--- src/rtl/button_debouncer_pkg.sv ---
// Shared types and constants for the 4-button front end.
// The encoder and decoder reuse the one-hot constants below.
package button_debouncer_pkg;

    typedef enum logic [1:0] {
        IDLE      = 2'd0,
        CANDIDATE = 2'd1,
        HELD      = 2'd2,
        RELEASE   = 2'd3
    } state_e;

    localparam logic [3:0] ONEHOT_RESET = 4'b1000;

    localparam logic [3:0] BTN0 = 4'b1000;
    localparam logic [3:0] BTN1 = 4'b0100;
    localparam logic [3:0] BTN2 = 4'b0010;
    localparam logic [3:0] BTN3 = 4'b0001;

endpackage

--- src/rtl/button_debouncer_if.sv ---
// Button front-end bundle: raw buttons in, clean one-hot code out.
// The slave modport is the debouncer side.
interface button_debouncer_if;

    logic [3:0] buttons;
    logic [3:0] out;
    logic       valid;
    logic       busy;

    modport master (
        output buttons,
        input  out,
        input  valid,
        input  busy
    );

    modport slave (
        input  buttons,
        output out,
        output valid,
        output busy
    );

endinterface

--- src/rtl/button_debouncer_sync_2ff.sv ---
// Two-flop synchroniser for asynchronous level inputs.
// Both stages clear to zero on reset.
module sync_2ff #(
    parameter int W = 1
) (
    input  logic         clk,
    input  logic         reset_n,
    input  logic [W-1:0] d_i,
    output logic [W-1:0] q_o
);

    logic [W-1:0] meta_q;
    logic [W-1:0] sync_q;

    always_ff @(posedge clk or negedge reset_n) begin
        if (!reset_n) begin
            meta_q <= '0;
            sync_q <= '0;
        end else begin
            meta_q <= d_i;
            sync_q <= meta_q;
        end
    end

    assign q_o = sync_q;

endmodule

--- src/rtl/button_debouncer.sv ---
// Debounces four buttons and emits a registered one-hot code plus a
// one-cycle valid strobe for each accepted single-button press.
module button_debouncer
    import button_debouncer_pkg::*;
#(
    parameter int DEBOUNCE_CYCLES = 4,
    parameter int CNT_W           = 8
) (
    input logic               clk,
    input logic               reset_n,
    button_debouncer_if.slave btn
);

    localparam logic [CNT_W-1:0] CNT_LAST = CNT_W'(DEBOUNCE_CYCLES - 1);
    localparam logic [CNT_W-1:0] CNT_ONE  = CNT_W'(1);

    state_e           state_q, state_d;
    logic [CNT_W-1:0] cnt_q, cnt_d;
    logic [3:0]       cand_q, cand_d;
    logic [3:0]       out_q, out_d;
    logic             valid_q, valid_d;
    logic [3:0]       s;

    function automatic logic onehot4(input logic [3:0] v);
        return (v != 4'b0000) && ((v & (v - 4'b0001)) == 4'b0000);
    endfunction

    sync_2ff #(
        .W (4)
    ) u_sync (
        .clk     (clk),
        .reset_n (reset_n),
        .d_i     (btn.buttons),
        .q_o     (s)
    );

    always_comb begin
        state_d = state_q;
        cnt_d   = cnt_q;
        cand_d  = cand_q;
        out_d   = out_q;
        valid_d = 1'b0;
        unique case (state_q)
            IDLE: begin
                if (onehot4(s)) begin
                    cand_d  = s;
                    cnt_d   = CNT_ONE;
                    state_d = CANDIDATE;
                end
            end
            CANDIDATE: begin
                if (s != cand_q) begin
                    cnt_d   = '0;
                    state_d = IDLE;
                end else if (cnt_q == CNT_LAST) begin
                    out_d   = cand_q;
                    valid_d = 1'b1;
                    state_d = HELD;
                end else begin
                    cnt_d = cnt_q + CNT_ONE;
                end
            end
            HELD: begin
                // Any non-zero pattern keeps us here until a full release.
                if (s == 4'b0000) begin
                    cnt_d   = CNT_ONE;
                    state_d = RELEASE;
                end
            end
            RELEASE: begin
                if (s != 4'b0000) begin
                    cnt_d   = '0;
                    state_d = HELD;
                end else if (cnt_q == CNT_LAST) begin
                    state_d = IDLE;
                end else begin
                    cnt_d = cnt_q + CNT_ONE;
                end
            end
            default: state_d = IDLE;
        endcase
    end

    always_ff @(posedge clk or negedge reset_n) begin
        if (!reset_n) begin
            state_q <= IDLE;
            cnt_q   <= '0;
            cand_q  <= '0;
            out_q   <= ONEHOT_RESET;
            valid_q <= 1'b0;
        end else begin
            state_q <= state_d;
            cnt_q   <= cnt_d;
            cand_q  <= cand_d;
            out_q   <= out_d;
            valid_q <= valid_d;
        end
    end

    assign btn.out   = out_q;
    assign btn.valid = valid_q;
    assign btn.busy  = (state_q != IDLE);

endmodule

--- src/flat_wrapper.sv ---
// flat-port wrapper written by rule: the top's interface ports become plain ports
module button_debouncer_flat import button_debouncer_pkg::*;
#(
    parameter int DEBOUNCE_CYCLES = 4,
    parameter int CNT_W           = 8
)
  (clk, reset_n, btn_buttons, btn_out, btn_valid, btn_busy);
  button_debouncer_if btn_i ();
  input logic clk;
  input logic reset_n;
  input wire logic [$bits(btn_i.buttons)-1:0] btn_buttons;
  output wire logic [$bits(btn_i.out)-1:0] btn_out;
  output wire logic [$bits(btn_i.valid)-1:0] btn_valid;
  output wire logic [$bits(btn_i.busy)-1:0] btn_busy;
  assign btn_i.buttons = btn_buttons;
  assign btn_out = btn_i.out;
  assign btn_valid = btn_i.valid;
  assign btn_busy = btn_i.busy;
  button_debouncer #(.DEBOUNCE_CYCLES(DEBOUNCE_CYCLES), .CNT_W(CNT_W)) u_core (.clk(clk), .reset_n(reset_n), .btn(btn_i));
endmodule
--- config.mk ---
export PLATFORM = sky130hd
export DESIGN_NAME = button_debouncer_flat
export DESIGN_NICKNAME = d
export VERILOG_FILES = /design/src/rtl/button_debouncer_pkg.sv /design/src/rtl/button_debouncer_if.sv /design/src/rtl/button_debouncer_sync_2ff.sv /design/src/rtl/button_debouncer.sv /design/src/flat_wrapper.sv
export SDC_FILE = /design/constraint.sdc
export NUM_CORES = 1
export LEC_CHECK = 0
export CAP_MARGIN = 20
export CORE_MARGIN = 1.5
export CORE_UTILIZATION = 30
export DETAILED_ROUTE_END_ITERATION = 16
export PLACE_DENSITY = 0.55
export SYNTH_ARGS = -nofsm -noshare
export SYNTH_HDL_FRONTEND = slang
export SYNTH_SLANG_ARGS = --single-unit
--- constraint.sdc ---
create_clock -name clk -period 1.65 [get_ports clk]
set_input_delay 0.33 -clock clk [delete_from_list [all_inputs] [get_ports clk]]
set_output_delay 0.33 -clock clk [all_outputs]
set_load 0.02 [all_outputs]
==> impl_results.rst <==
.. list-table::
   :header-rows: 1

   * - Metric
     - Value
   * - Area share of and/or/nand/nor cells after synthesis
     - roughly 14%
   * - Layout Cell Area excl Fill
     - about 1700 sq um
   * - Status
     - complete, but fails checks
   * - Cell area after technology mapping
     - around 1300 sq um
   * - Minimum setup slack in the final design
     - -0.03792 ns
   * - Count of state elements after synthesis
     - 27
   * - Share of the clock period used by the worst path after layout
     - 102.3%
   * - Clock tree from TritonCTS
     - built
   * - Mux contribution to synthesized area
     - between 7 and 8%
   * - Vias in the first global route
     - 925
   * - Die extent in y
     - a little under 70 microns
   * - Wire length after detailed routing
     - between 2000 and 3000 microns
   * - Compound-Gate Fraction of Synth Area
     - about 14%
   * - Initial Util
     - between 30% and 40%
   * - Arrival time worst endpoint
     - roughly 1.9 ns
   * - Antenna Nets Post-Route
     - 0
   * - Endpoint type of the worst setup path
     - flop
   * - Power share of the clock group
     - 20.9%
   * - Flop pwr share
     - ~46%
   * - Count of endpoints failing setup in the final report
     - 4
   * - Synthesized netlist net count
     - around 120
   * - Startpoint type of the worst setup path
     - flop
   * - Number of different library cells in the post-synthesis netlist
     - 39
   * - Area added between synthesis and finish
     - 35.80%
   * - Main flop type after synthesis
     - dfrtp_1
   * - Normalized max-slew margin
     - between 70% and 80%
   * - Clock sink count
     - 27
   * - Mean number of vias per cell
     - just over 5
   * - Global route total overflow
     - 0
   * - Part of the power in combinational logic
     - about a third
   * - # hold bufs at CTS
     - 0
   * - Post-synth EDFFs
     - 0
   * - Pin count of the biggest net entering global routing
     - 28
   * - Minimum period implied by the final worst setup slack
     - 1.688 ns
   * - Wire length per cell after detailed routing
     - between 10 and 15 microns
   * - HPWL after DPL
     - 1735 microns
   * - Bufs on Longest Clock Path
     - 2
   * - Vias post-DR
     - between 900 and 1,000
   * - Number of detailed-routing iterations run before antenna repair
     - 6
   * - Global-route wire length before repair
     - just over 4000 microns
   * - I/O Buffers
     - 11
   * - Row count
     - 23
   * - Cells on worst reg2reg path
     - 5
   * - Dominant combinational cell family by area after synthesis
     - simple AND/OR/NAND/NOR gates
   * - P_sw
     - roughly 640 uW
   * - Gpl congestion
     - ~0.76
   * - Critical path start-end classification
     - flop to flop
   * - Number of DRC violations after detailed routing
     - 0
   * - RSZ-0062 raised after global routing
     - true
   * - Clock Latency Late Sink
     - 0.28 ns
   * - Combined flip-flop and latch cell area
     - approximately 680 sq um
   * - Clk Tree Root Cell
     - clkbuf_8
   * - Post-synthesis area per instance
     - 11.48 sq um
   * - Number of instances on the worst hold path
     - 0
   * - Number of instances in the placed design
     - roughly 180
   * - FILL cells
     - around 370
   * - Setup Skew
     - 0.007046 ns
   * - Level count of the clock H-tree
     - 1
   * - Min-delay worst type
     - flop to flop
   * - Number of antenna diodes
     - 0
   * - Share of the yosys chip area belonging to registers
     - 52.63%
   * - Peak Freq
     - about 600 MHz
   * - Xor and xnor area share after synthesis
     - roughly 4.1%
   * - Fin cells
     - around 190
   * - Core area
     - 4058 sq um
   * - Highest fanout seen on the critical path
     - 6
   * - Clock slew seen by the registers of the worst setup and hold paths
     - 0.09 ns
   * - Share of synthesized cell area in full adder, half adder and majority cells
     - 0.9728%
   * - Multi-input gate area
     - roughly 650 sq um
   * - Die boundary width
     - slightly below 70 microns
   * - Initial antenna violation count
     - 0
   * - Fraction of synthesis flops using an asynchronous set or reset pin
     - 100.0%
   * - Reported max-cap violation count
     - 0
   * - Post-place instance area
     - between 1500 and 2000 sq um
   * - Data required time of the worst path
     - approximately 1.8 ns
   * - Switching power share of the total
     - approximately a third
   * - Reported leakage power
     - about 0.76 nW
   * - Total of warnings raised by yosys
     - 0
   * - GR Util All Layers
     - 11.57%
   * - Num CTS Buffers
     - 3
   * - Cell-internal power
     - 1.251 mW
   * - Die ar.
     - 4690 sq um
   * - Count of endpoints failing hold in the final timing report
     - 0
   * - Maximum vdd drop
     - about 0.50 mV
   * - Final number of max-transition violations
     - 0
   * - Fraction of layout cells with a size suffix above 1
     - approximately 40%
   * - Failing checks
     - negative setup slack
   * - Nets@finish
     - ~150
   * - Final core utilization
     - a little over two fifths
   * - Syn Inst Count
     - between 100 and 150
   * - Violation count after the first detailed-route iteration
     - between 40 and 50
   * - Slew at the pin closest to its max-slew limit
     - roughly 0.33 ns
   * - Ports
     - 12
   * - Power per cell area
     - roughly 1100 nW/um^2
## sequential cells by signal, summed over array words and instances (netlist names)
name / cells
u_core.state_q: 2
u_core.u_sync.meta_q: 4
u_core.btn.out: 4
u_core.btn.valid: 1
u_core.cand_q: 4
u_core.u_sync.q_o: 4
u_core.cnt_q: 8
## power by group through the flow
stage               combinational [mW]  sequential (mW)  clock, mW
global route                     0.682            0.886      0.432
finish                           0.619            0.874      0.394
detailed placement               0.499            0.865          0
CTS                              0.507            0.851      0.413
floorplan                        0.346            0.845          0
global placement                 0.494            0.863          0
## final cells by class
class	instances	share of cell area [%]
sequential	27	39.11
multi-input combinational	72	37.03
inverter	8	1.719
clock buffer	3	2.364
clock inverter	1	0.5014
timing repair buffer	33	15.69
tap	50	3.582
## repair_timing
| item | CTS | global route |
|---|---|---|
| buffers inserted | 0 | 7 |
| gates resized for setup | 7 | 22 |
| pin swaps | 0 | 8 |
| endpoints found under the setup margin | 16 | 18 |
## layer usage
| metal | vias to the layer above | global-route usage (%) | part of all wire (%) |
|---|---|---|---|
| met4 | 0 | 5.250 | 0.68 |
| met2 | 22 | 19.95 | 54 |
| li1 | 462 | - | - |
| met5 | - | 0 | 0 |
| met3 | 2 | 2.138 | 3.3 |
| met1 | 495 | 13.86 | 42 |
## critical path: stages, from the launching register on
cell	delay, ns
dfrtp_2	0.49
xor2_2	0.19
nor3_4	0.25
nand2_2	0.11
nor2_4	0.22
mux2_4	0.32
## placed cells by master, fill, tap and decap left out, types with 2 or more instances in the layout
| master | instances |
|---|---|
| a211o_1 | 2 |
| o21ai_0 | 4 |
| a31oi_1 | 7 |
| clkdlybuf4s50_1 | 9 |
| nor2_4 | 2 |
| nand2_1 | 3 |
| xor2_1 | 2 |
| inv_1 | 8 |
| xor2_2 | 3 |
| clkbuf_8 | 3 |
| a21oi_1 | 2 |
| mux2_2 | 5 |
| nand3_1 | 7 |
| dfrtp_2 | 5 |
| mux2_4 | 3 |
| and3_1 | 4 |
| o21ai_1 | 2 |
| nand2b_4 | 2 |
| nor2_2 | 2 |
| buf_4 | 22 |
| dfrtp_1 | 21 |
## per-stage QoR
step                      TNS, ns  setup slack (ns)  total power, mW  hold slack, ns
after global placement    -0.1298          -0.04274            1.357          0.3318
after global routing      -0.8819           -0.1225            2.001          0.3686
after floorplan                 0           0.07176            1.192         0.03441
after detailed placement  -0.1538          -0.04110            1.364          0.3347
final                     -0.1428          -0.03792            1.887          0.3550
after CTS                 -0.1434          -0.04381            1.771          0.3584
## cell usage after synthesis, drive strengths merged, types with 2 or more instances
| master | number | area share [%] |
|---|---|---|
| a31oi | 7 | 3.4 |
| buf | 4 | 3.2 |
| a211o | 2 | 1.4 |
| o21ai | 6 | 2.3 |
| nand2 | 4 | 1.2 |
| and3 | 4 | 1.9 |
| xor2 | 5 | 3.4 |
| a21oi | 2 | 0.78 |
| mux2 | 8 | 7.0 |
| nor2 | 5 | 2.2 |
| nor3 | 2 | 1.2 |
| inv | 8 | 2.3 |
| dfrtp | 26 | 51 |
| nand2b | 2 | 0.97 |
| o2bb2ai | 2 | 1.8 |
| nand3 | 8 | 3.1 |
## path summary, 6_finish.rpt
path / to / startpoint / slack, ns
worst max-delay path: u_core.btn.out[0] / u_core.u_sync.q_o[1] / -0.04
worst min-delay path: u_core.u_sync.q_o[1] / u_core.u_sync.meta_q[1] / 0.35
worst max register to register: u_core.btn.out[0] / u_core.u_sync.q_o[1] / -0.04
worst min register to register: u_core.u_sync.q_o[1] / u_core.u_sync.meta_q[1] / 0.35
max in group asynchronous: u_core.btn.out[3] / reset_n / 0.93
min in group asynchronous: u_core.u_sync.meta_q[2] / reset_n / 0.42
## kinds of logic after synthesis
logic type               Yosys count
AO/OA/AOI/OAI                     25
XOR/XNOR                           6
adder cells (fa/ha/maj)            1
buffers and inverters             13
flip-flops                        27
multiplexers                       8
AND/OR/NAND/NOR                   32
Power figures use the tool's default switching activity.
